[src/rtl/base_aburp_rrarb.sv]
// ============================================================================
// Module   : base_aburp_rrarb
// Brief    : Packet-locking round-robin arbiter with a registered output
//            stage and a one-beat burp buffer; all ready paths are registered.
// Revision : 1.0 - initial release
// ============================================================================
`default_nettype none

module base_aburp_rrarb #(
    parameter int WIDTH = 1,
    parameter int WAYS  = 2
) (
    input  logic                    clk,
    input  logic                    reset,
    input  logic [0:WAYS-1]         i_v,
    output logic [0:WAYS-1]         i_r,
    input  logic [0:WAYS*WIDTH-1]   i_d,
    input  logic [0:WAYS-1]         i_last,
    output logic                    o_v,
    input  logic                    o_r,
    output logic [0:WIDTH-1]        o_d,
    output logic [0:WAYS-1]         o_sel,
    output logic                    o_last
);

    localparam int PTR_W = (WAYS > 1) ? $clog2(WAYS) : 1;

    typedef enum logic [0:0] {
        ST_IDLE   = 1'b0,
        ST_LOCKED = 1'b1
    } state_t;

    state_t             r_state;
    state_t             w_state_nxt;
    logic [PTR_W-1:0]   r_ptr;
    logic [PTR_W-1:0]   w_ptr_nxt;
    logic [PTR_W-1:0]   r_owner;
    logic [PTR_W-1:0]   w_owner_nxt;
    logic [PTR_W-1:0]   w_gidx;
    logic               w_gfound;
    logic [0:WAYS-1]    w_grant;

    logic               r_o_v;
    logic [0:WIDTH-1]   r_o_d;
    logic [0:WAYS-1]    r_o_sel;
    logic               r_o_last;

    logic               r_burp_v;
    logic [0:WIDTH-1]   r_burp_d;
    logic [0:WAYS-1]    r_burp_sel;
    logic               r_burp_last;

    logic               w_s_r;
    logic               w_acc;
    logic               w_load;
    logic [0:WIDTH-1]   w_acc_d;
    logic               w_acc_last;

    // Stage ready depends only on registered state, never on o_r.
    assign w_s_r  = ~r_burp_v;
    assign w_acc  = w_gfound & w_s_r & ~reset;
    assign w_load = ~r_o_v | o_r;
    assign i_r    = w_grant & {WAYS{w_s_r & ~reset}};

    assign w_acc_d    = i_d[int'(w_gidx)*WIDTH +: WIDTH];
    assign w_acc_last = i_last[w_gidx];

    always_comb begin : p_grant
        int idx;
        idx      = 0;
        w_gfound = 1'b0;
        w_gidx   = '0;
        w_grant  = '0;
        if (r_state == ST_LOCKED) begin
            w_gfound = i_v[r_owner];
            w_gidx   = r_owner;
        end else begin
            for (int j = 0; j < WAYS; j++) begin
                idx = int'(r_ptr) + j;
                if (idx >= WAYS) idx = idx - WAYS;
                if (!w_gfound && i_v[idx]) begin
                    w_gfound = 1'b1;
                    w_gidx   = PTR_W'(idx);
                end
            end
        end
        if (w_gfound) w_grant[w_gidx] = 1'b1;
    end

    always_comb begin : p_next
        w_state_nxt = r_state;
        w_owner_nxt = r_owner;
        w_ptr_nxt   = r_ptr;
        if (w_acc) begin
            if (w_acc_last) begin
                w_state_nxt = ST_IDLE;
                w_ptr_nxt   = (int'(w_gidx) == WAYS - 1) ? '0 : w_gidx + PTR_W'(1);
            end else begin
                w_state_nxt = ST_LOCKED;
                w_owner_nxt = w_gidx;
            end
        end
    end

    always_ff @(posedge clk) begin
        if (reset) begin
            r_state <= ST_IDLE;
            r_ptr   <= '0;
            r_owner <= '0;
        end else begin
            r_state <= w_state_nxt;
            r_ptr   <= w_ptr_nxt;
            r_owner <= w_owner_nxt;
        end
    end

    // Burp buffer absorbs the one beat accepted while the output is stalled.
    always_ff @(posedge clk) begin
        if (reset) begin
            r_o_v       <= 1'b0;
            r_o_d       <= '0;
            r_o_sel     <= '0;
            r_o_last    <= 1'b0;
            r_burp_v    <= 1'b0;
            r_burp_d    <= '0;
            r_burp_sel  <= '0;
            r_burp_last <= 1'b0;
        end else if (w_load) begin
            if (r_burp_v) begin
                r_o_v    <= 1'b1;
                r_o_d    <= r_burp_d;
                r_o_sel  <= r_burp_sel;
                r_o_last <= r_burp_last;
                r_burp_v <= 1'b0;
            end else if (w_acc) begin
                r_o_v    <= 1'b1;
                r_o_d    <= w_acc_d;
                r_o_sel  <= w_grant;
                r_o_last <= w_acc_last;
            end else begin
                r_o_v    <= 1'b0;
            end
        end else if (w_acc) begin
            r_burp_v    <= 1'b1;
            r_burp_d    <= w_acc_d;
            r_burp_sel  <= w_grant;
            r_burp_last <= w_acc_last;
        end
    end

    assign o_v    = r_o_v;
    assign o_d    = r_o_d;
    assign o_sel  = r_o_sel;
    assign o_last = r_o_last;

endmodule

`default_nettype wire

[config.mk]
export PLATFORM = sky130hd
export DESIGN_NAME = base_aburp_rrarb
export DESIGN_NICKNAME = d
export VERILOG_FILES = /design/src/rtl/base_aburp_rrarb.sv
export SDC_FILE = /design/constraint.sdc
export NUM_CORES = 1
export LEC_CHECK = 0
export ABC_CLOCK_PERIOD_IN_PS = 1300
export BUFFER_PORTS_ARGS = -buffer_cell sky130_fd_sc_hd__buf_2
export CORE_MARGIN = 5
export CORE_UTILIZATION = 40
export DETAILED_ROUTE_END_ITERATION = 8
export GPL_TIMING_DRIVEN = 0
export PLACE_DENSITY = 0.6
export SETUP_SLACK_MARGIN = 0.1
export SLEW_MARGIN = 20
export SYNTH_ARGS = -nofsm -noshare
export SYNTH_HDL_FRONTEND = slang
export SYNTH_SLANG_ARGS = --single-unit
[constraint.sdc]
create_clock -name clk -period 1.3 [get_ports clk]
set_input_delay 0.13 -clock clk [delete_from_list [all_inputs] [get_ports clk]]
set_output_delay 0.13 -clock clk [all_outputs]
set_load 0.02 [all_outputs]
==> results.txt, run 1 <==
critical path required time = 1460 ps
register area share after synthesis = 0.3427
Setup Skew = 1.172 ps
n_diodes = 0
Num CTS Buffers = 3
core box area = 1764 um2
Starting Density = 0.4305
global-route wire length before repair = 3698 um
Synth Warn # = 0
cts hold-fix bufs = 0
TritonCTS clock tree = done
commonest non-fill, non-tap cells in the layout = 12 x buf_2, 11 x buf_6, 10 x dfxtp_1
Max Fanout on Critical Path = 10
final wirelength = 2418 um
Critical Path End Type = flop
Hold Startpoint = i_last[1]
Residual DRC = 0
largest cells by area after synthesis = dfxtp_1 34%, a21oi_1 5.9%, o21ai_0 5.3%
leakage = 0.5046 nW
period utilization = 1.214
GR Util All Layers = 0.1752
Synth cell types = 31
Max Cap Viol = 0
Rows = 15
Power Dens Cells = 970.2 nW/um2
DP HPWL = 1429 um
Clock transition at path regs = 90 ps
endpoints failing setup = 12
fraction of layout cells with a size suffix above 1 = 0.5242
Synth area leader = dfxtp_1
Routed Antenna Nets = 0
Ports = 16
Clock Latency Late Sink = 280 ps
CTS sink cnt = 13
peak supply drop = 0.7695 mV
Syn Inst Count = 91
Die Ht = 53.58 um
Clock Path Buffers = 2
CP Data Arrival Time = 1740 ps
Synth top area share = 0.3427
Root Driver = clkbuf_4
DIE AREA = 2870 um2
Post-Layout Cell Count = 149
IO buf count = 14
H-tree lvl count = 1
mean post-synth cell area = 8.346 um2
final core occ = 0.6929
Post-Syn Nets = 100
vias in the first global route = 790
1st-iter DRT viols = 16
Yosys reg bits = 13
RSZ-0062 raised after global routing = true
Vias/cell = 5.752
crit path from = r_state
CP startpoint kind = flop
DR vias = 857
Setup WS post-layout = -278.6 ps
Slew Limit Fails = 0
fmax = 0.6335 GHz
Slew @ Worst Pin = 617.0 ps
failing checks = negative setup slack
DRT Pass-1 Iters = 4
post-synthesis cell area = 759.5 um2
r2r startpoint = r_state
NumNets Final = 134
GPL Wtd Cong = 0.7514
final hold violation count = 0
Placed Cells = 130
gr ovfl total = 0
relative slew slack = 0.5887
initial antenna violation count = 0
die width = 53.58 um
commonest non-fill, non-tap cell in the layout = buf_2
largest net degree at the start of global routing = 11
crit path time final = 1579 ps
P&R area growth vs syn = 60.96%
wire per inst = 16.23 um
Filler Cells Inserted = 140
Hold Path Class = input port to flop
run status = finished with violations
Crit Path Class = flop to flop
critical path: stages (launching register included):
cell     delay (ps)
dfxtp_2         340
buf_4           180
nor2b_1         150
a221o_2         460
o21ai_1         220
o41ai_2         100
sequential cells by signal (all words and copies together), names as in the netlist:
name and count:
o_sel 2, r_burp_sel 2, o_d 1, o_last 1, o_v 1, r_burp_d 1
r_burp_last 1, r_burp_v 1, r_owner 1, r_ptr 1, r_state 1
per-stage QoR:
stage	hold WS, ps	worst slack [ps]	total power, mW	TNS, ps	cell area (um2)
detailed placement	450.9	-186.4	0.7497	-1561	903.4
global placement	439.0	-155.6	0.7442	-1343	903.4
CTS	168.6	-262.8	1.096	-1733	1087
global route	190.7	-325.0	1.248	-2921	1222
floorplan	309.6	-50.90	0.6713	-151.1	802.0
finish	181.5	-278.6	1.186	-2164	1222
synthesized netlist by cell type:
master	instances
dfxtp_1	13
a21oi_1	9
nor2_1	8
o21ai_0	8
nor2b_1	6
nor3_1	5
a311oi_1	4
clkbuf_1	4
inv_1	3
nand2_1	3
nand3_1	3
a22o_1	2
mux2_1	2
mux2i_1	2
nand2b_1	2
o41ai_1	2
a211o_1	1
a21boi_4	1
a21o_1	1
a21oi_2	1
a221o_1	1
and2b_4	1
buf_2	1
mux2i_2	1
nand2b_4	1
nand3b_1	1
nand4_1	1
nor4_1	1
o2111a_1	1
o2111ai_1	1
o21bai_1	1
path summary, 6_finish.rpt:
path                                  to  slack (ps)  depth (start not counted)
worst max-delay path              o_last        -280                          5
worst min register to register  o_sel[1]         480                          2
worst min-delay path             r_owner         180                          4
worst max register to register    o_last        -280                          5
cells by family (layout without fill, tap and decap cells):
group	count (synthesis)	count (layout)	share of synthesized area
AOI/OAI and AO/OA	33	33	0.3114
and+or+nand+nor	32	32	0.2306
DFF	13	13	0.3427
buffers and inverters	8	41	0.04117
muxes	5	5	0.07413
cell type report:
type	count	area [um2]	share of cell area
inverters	3	11.26	0.009212
multi-input cells	70	618.1	0.5056
plain buffers	5	31.28	0.02559
repair buffers	29	237.7	0.1945
clock buffers	4	26.28	0.02149
well taps	25	31.28	0.02559
flip-flops and latches	13	266.5	0.2180
routing by layer:
| metal | global-route usage | vias up | part of all wire |
|---|---|---|---|
| met1 | 0.2286 | 410 | 0.41 |
| met3 | 0.03324 | 4 | 0.061 |
| met2 | 0.2980 | 34 | 0.51 |
| met5 | 0 | - | 0 |
| li1 | - | 409 | - |
| met4 | 0.03830 | 0 | 0.017 |
repair_timing:
item                                    4_1_cts  5_1_grt
pin swaps                                     8       11
resized for setup                            18       22
setup buffers                                12        4
endpoints found under the setup margin       14       15
report_power, final:
part | switching, mW | internal (mW)
combinational | 0.232 | 0.231
clock | 0.148 | 0.119
sequential | 0.0263 | 0.430
total | 0.406 | 0.780
Power figures use the tool's default switching activity.
==> inputs of run 2 (changes only) <==
Settings changed: CAP_MARGIN set to 20, PLACE_DENSITY 0.6 to 0.65.
==> results.txt, run 2 (same netlist as run 1, synthesis figures left out) <==
run status = finished with violations
failing checks = negative setup slack
Ports = 16
1st-iter DRT viols = 14
period utilization = 1.210
vias in the first global route = 764
NumNets Final = 129
Logic pwr share = 0.338
initial antenna violation count = 0
clock share of power = 0.247
Max Cap Viol = 0
Hold Path Class = input port to flop
DP HPWL = 1432 um
DR vias = 815
Starting Density = 0.4305
Clock transition at path regs = 90 ps
DIE AREA = 2870 um2
Post-DP Area = 903.4 um2
R2R Setup Slk = -270 ps
P&R area growth vs syn = 40.53%
commonest non-fill, non-tap cell in the layout = buf_2
gr ovfl total = 0
largest net degree at the start of global routing = 11
die width = 53.58 um
Post-Layout Cell Count = 144
Sw Share = 0.3385
endpoints failing setup = 13
CTS sink cnt = 13
RSZ-0062 raised after global routing = true
Max Fanout on Critical Path = 6
Psw = 0.3681 mW
TritonCTS clock tree = done
GR Util All Layers = 0.1727
Power Dens Cells = 1019 nW/um2
wire per inst = 15.58 um
relative slew slack = 0.6185
max incr delay on CP = 400 ps
Setup WS post-layout = -273.4 ps
final wirelength = 2244 um
Worst path most repeated cell = buf_4
Vias/cell = 5.660
Placed Cells = 130
Setup Skew = 2.268 ps
peak supply drop = 0.5760 mV
IO buf count = 14
Residual DRC = 0
global-route wire length before repair = 3519 um
Slew Limit Fails = 0
crit path time final = 1573 ps
DRT Pass-1 Iters = 4
fraction of layout cells with a size suffix above 1 = 0.4118
register share of total power = 0.416
Clock Path Buffers = 2
commonest non-fill, non-tap cells in the layout = 12 x buf_2, 10 x buf_4, 9 x a21oi_1, 9 x dfxtp_1, 8 x nor2_1
CP Buf/Inv Count = 2
delay-heaviest family, CP = compound AO/OA/AOI/OAI gates
critical path required time = 1490 ps
GPL Wtd Cong = 0.7576
crit-path cells = mux2i_4, buf_4, a221o_2, buf_4, o41ai_4
design area = 1067 um2
CP startpoint kind = flop
H-tree lvl count = 1
cts hold-fix bufs = 0
Slew @ Worst Pin = 572.3 ps
Die Ht = 53.58 um
Clock Latency Late Sink = 280 ps
core box area = 1764 um2
CP max stage cell = a221o_2
Num CTS Buffers = 3
Rows = 15
Critical Path End Type = flop
Crit Path Class = flop to flop
final hold violation count = 0
Root Driver = clkbuf_4
n_diodes = 0
internal power = 0.7192 mW
CP Data Arrival Time = 1770 ps
fmax = 0.6356 GHz
Routed Antenna Nets = 0
leakage = 0.4547 nW
run 2: changes by cell type in the layout (fill, tap and decap cells not counted), sizes merged:
| cell | previous run | this run |
|---|---|---|
| buf | 31 | 25 |
| clkbuf | 7 | 8 |
run 2: power groups by stage:
stage	Clock [mW]	Sequential, mW	Combinational, mW
final	0.268	0.452	0.367
after global routing	0.288	0.456	0.391
after global placement	0	0.458	0.285
after floorplan	0	0.473	0.199
after detailed placement	0	0.460	0.290
after CTS	0.267	0.451	0.344
run 2: final cells by class:
type                            instances  area (um2)
Fill cell                             184       696.9
Inverter                                3       11.26
Timing Repair Buffer                   24       157.7
Clock buffer                            4       26.28
Buffer                                  5       31.28
Sequential cell                        13       267.8
Tap cell                               25       31.28
Multi-Input combinational cell         70       541.8
run 2: routing by layer:
layer / track usage / share of wire / up-vias
met1: 0.2044 / 0.43 / 389
met2: 0.3122 / 0.51 / 25
met4: 0.04255 / 0.013 / 0
met5: 0 / 0 / -
met3: 0.03878 / 0.050 / 4
li1: - / - / 397
run 2: final timing paths:
kind / start / depth (start not counted) / to
worst max-delay path: r_owner / 5 / o_last
worst min-delay path: i_last[1] / 4 / r_owner
worst max register to register: r_owner / 5 / o_last
worst min register to register: o_sel[1] / 2 / o_sel[1]
run 2: through the flow:
stage	utilization	total power, mW	hold WS [ps]	setup WS, ps	setup TNS [ps]
floorplan	-	0.6713	309.6	-50.90	-151.1
CTS	0.5901	1.062	146.3	-269.8	-2146
detailed placement	0.5121	0.7503	448.9	-243.5	-1742
global placement	0.5121	0.7432	444.9	-168.1	-1347
global route	0.6050	1.135	193.9	-298.0	-2958
finish	0.6050	1.087	160.6	-273.4	-2465
run 2: worst register-to-register path, delay by kind of cell (launching register included):
family | cells | cell delay (ps)
buf+inv | 2 | 320
flops | 1 | 380
compound gates | 2 | 580
mux | 1 | 200
run 2: what timing repair did:
| item | CTS | global route |
|---|---|---|
| gates cloned | 0 | 0 |
| setup endpoints to repair | 14 | 15 |
| pin swaps | 7 | 4 |
| setup buffers | 8 | 2 |
| endpoints found under the hold margin | 0 | 0 |
| resized for setup | 15 | 1 |
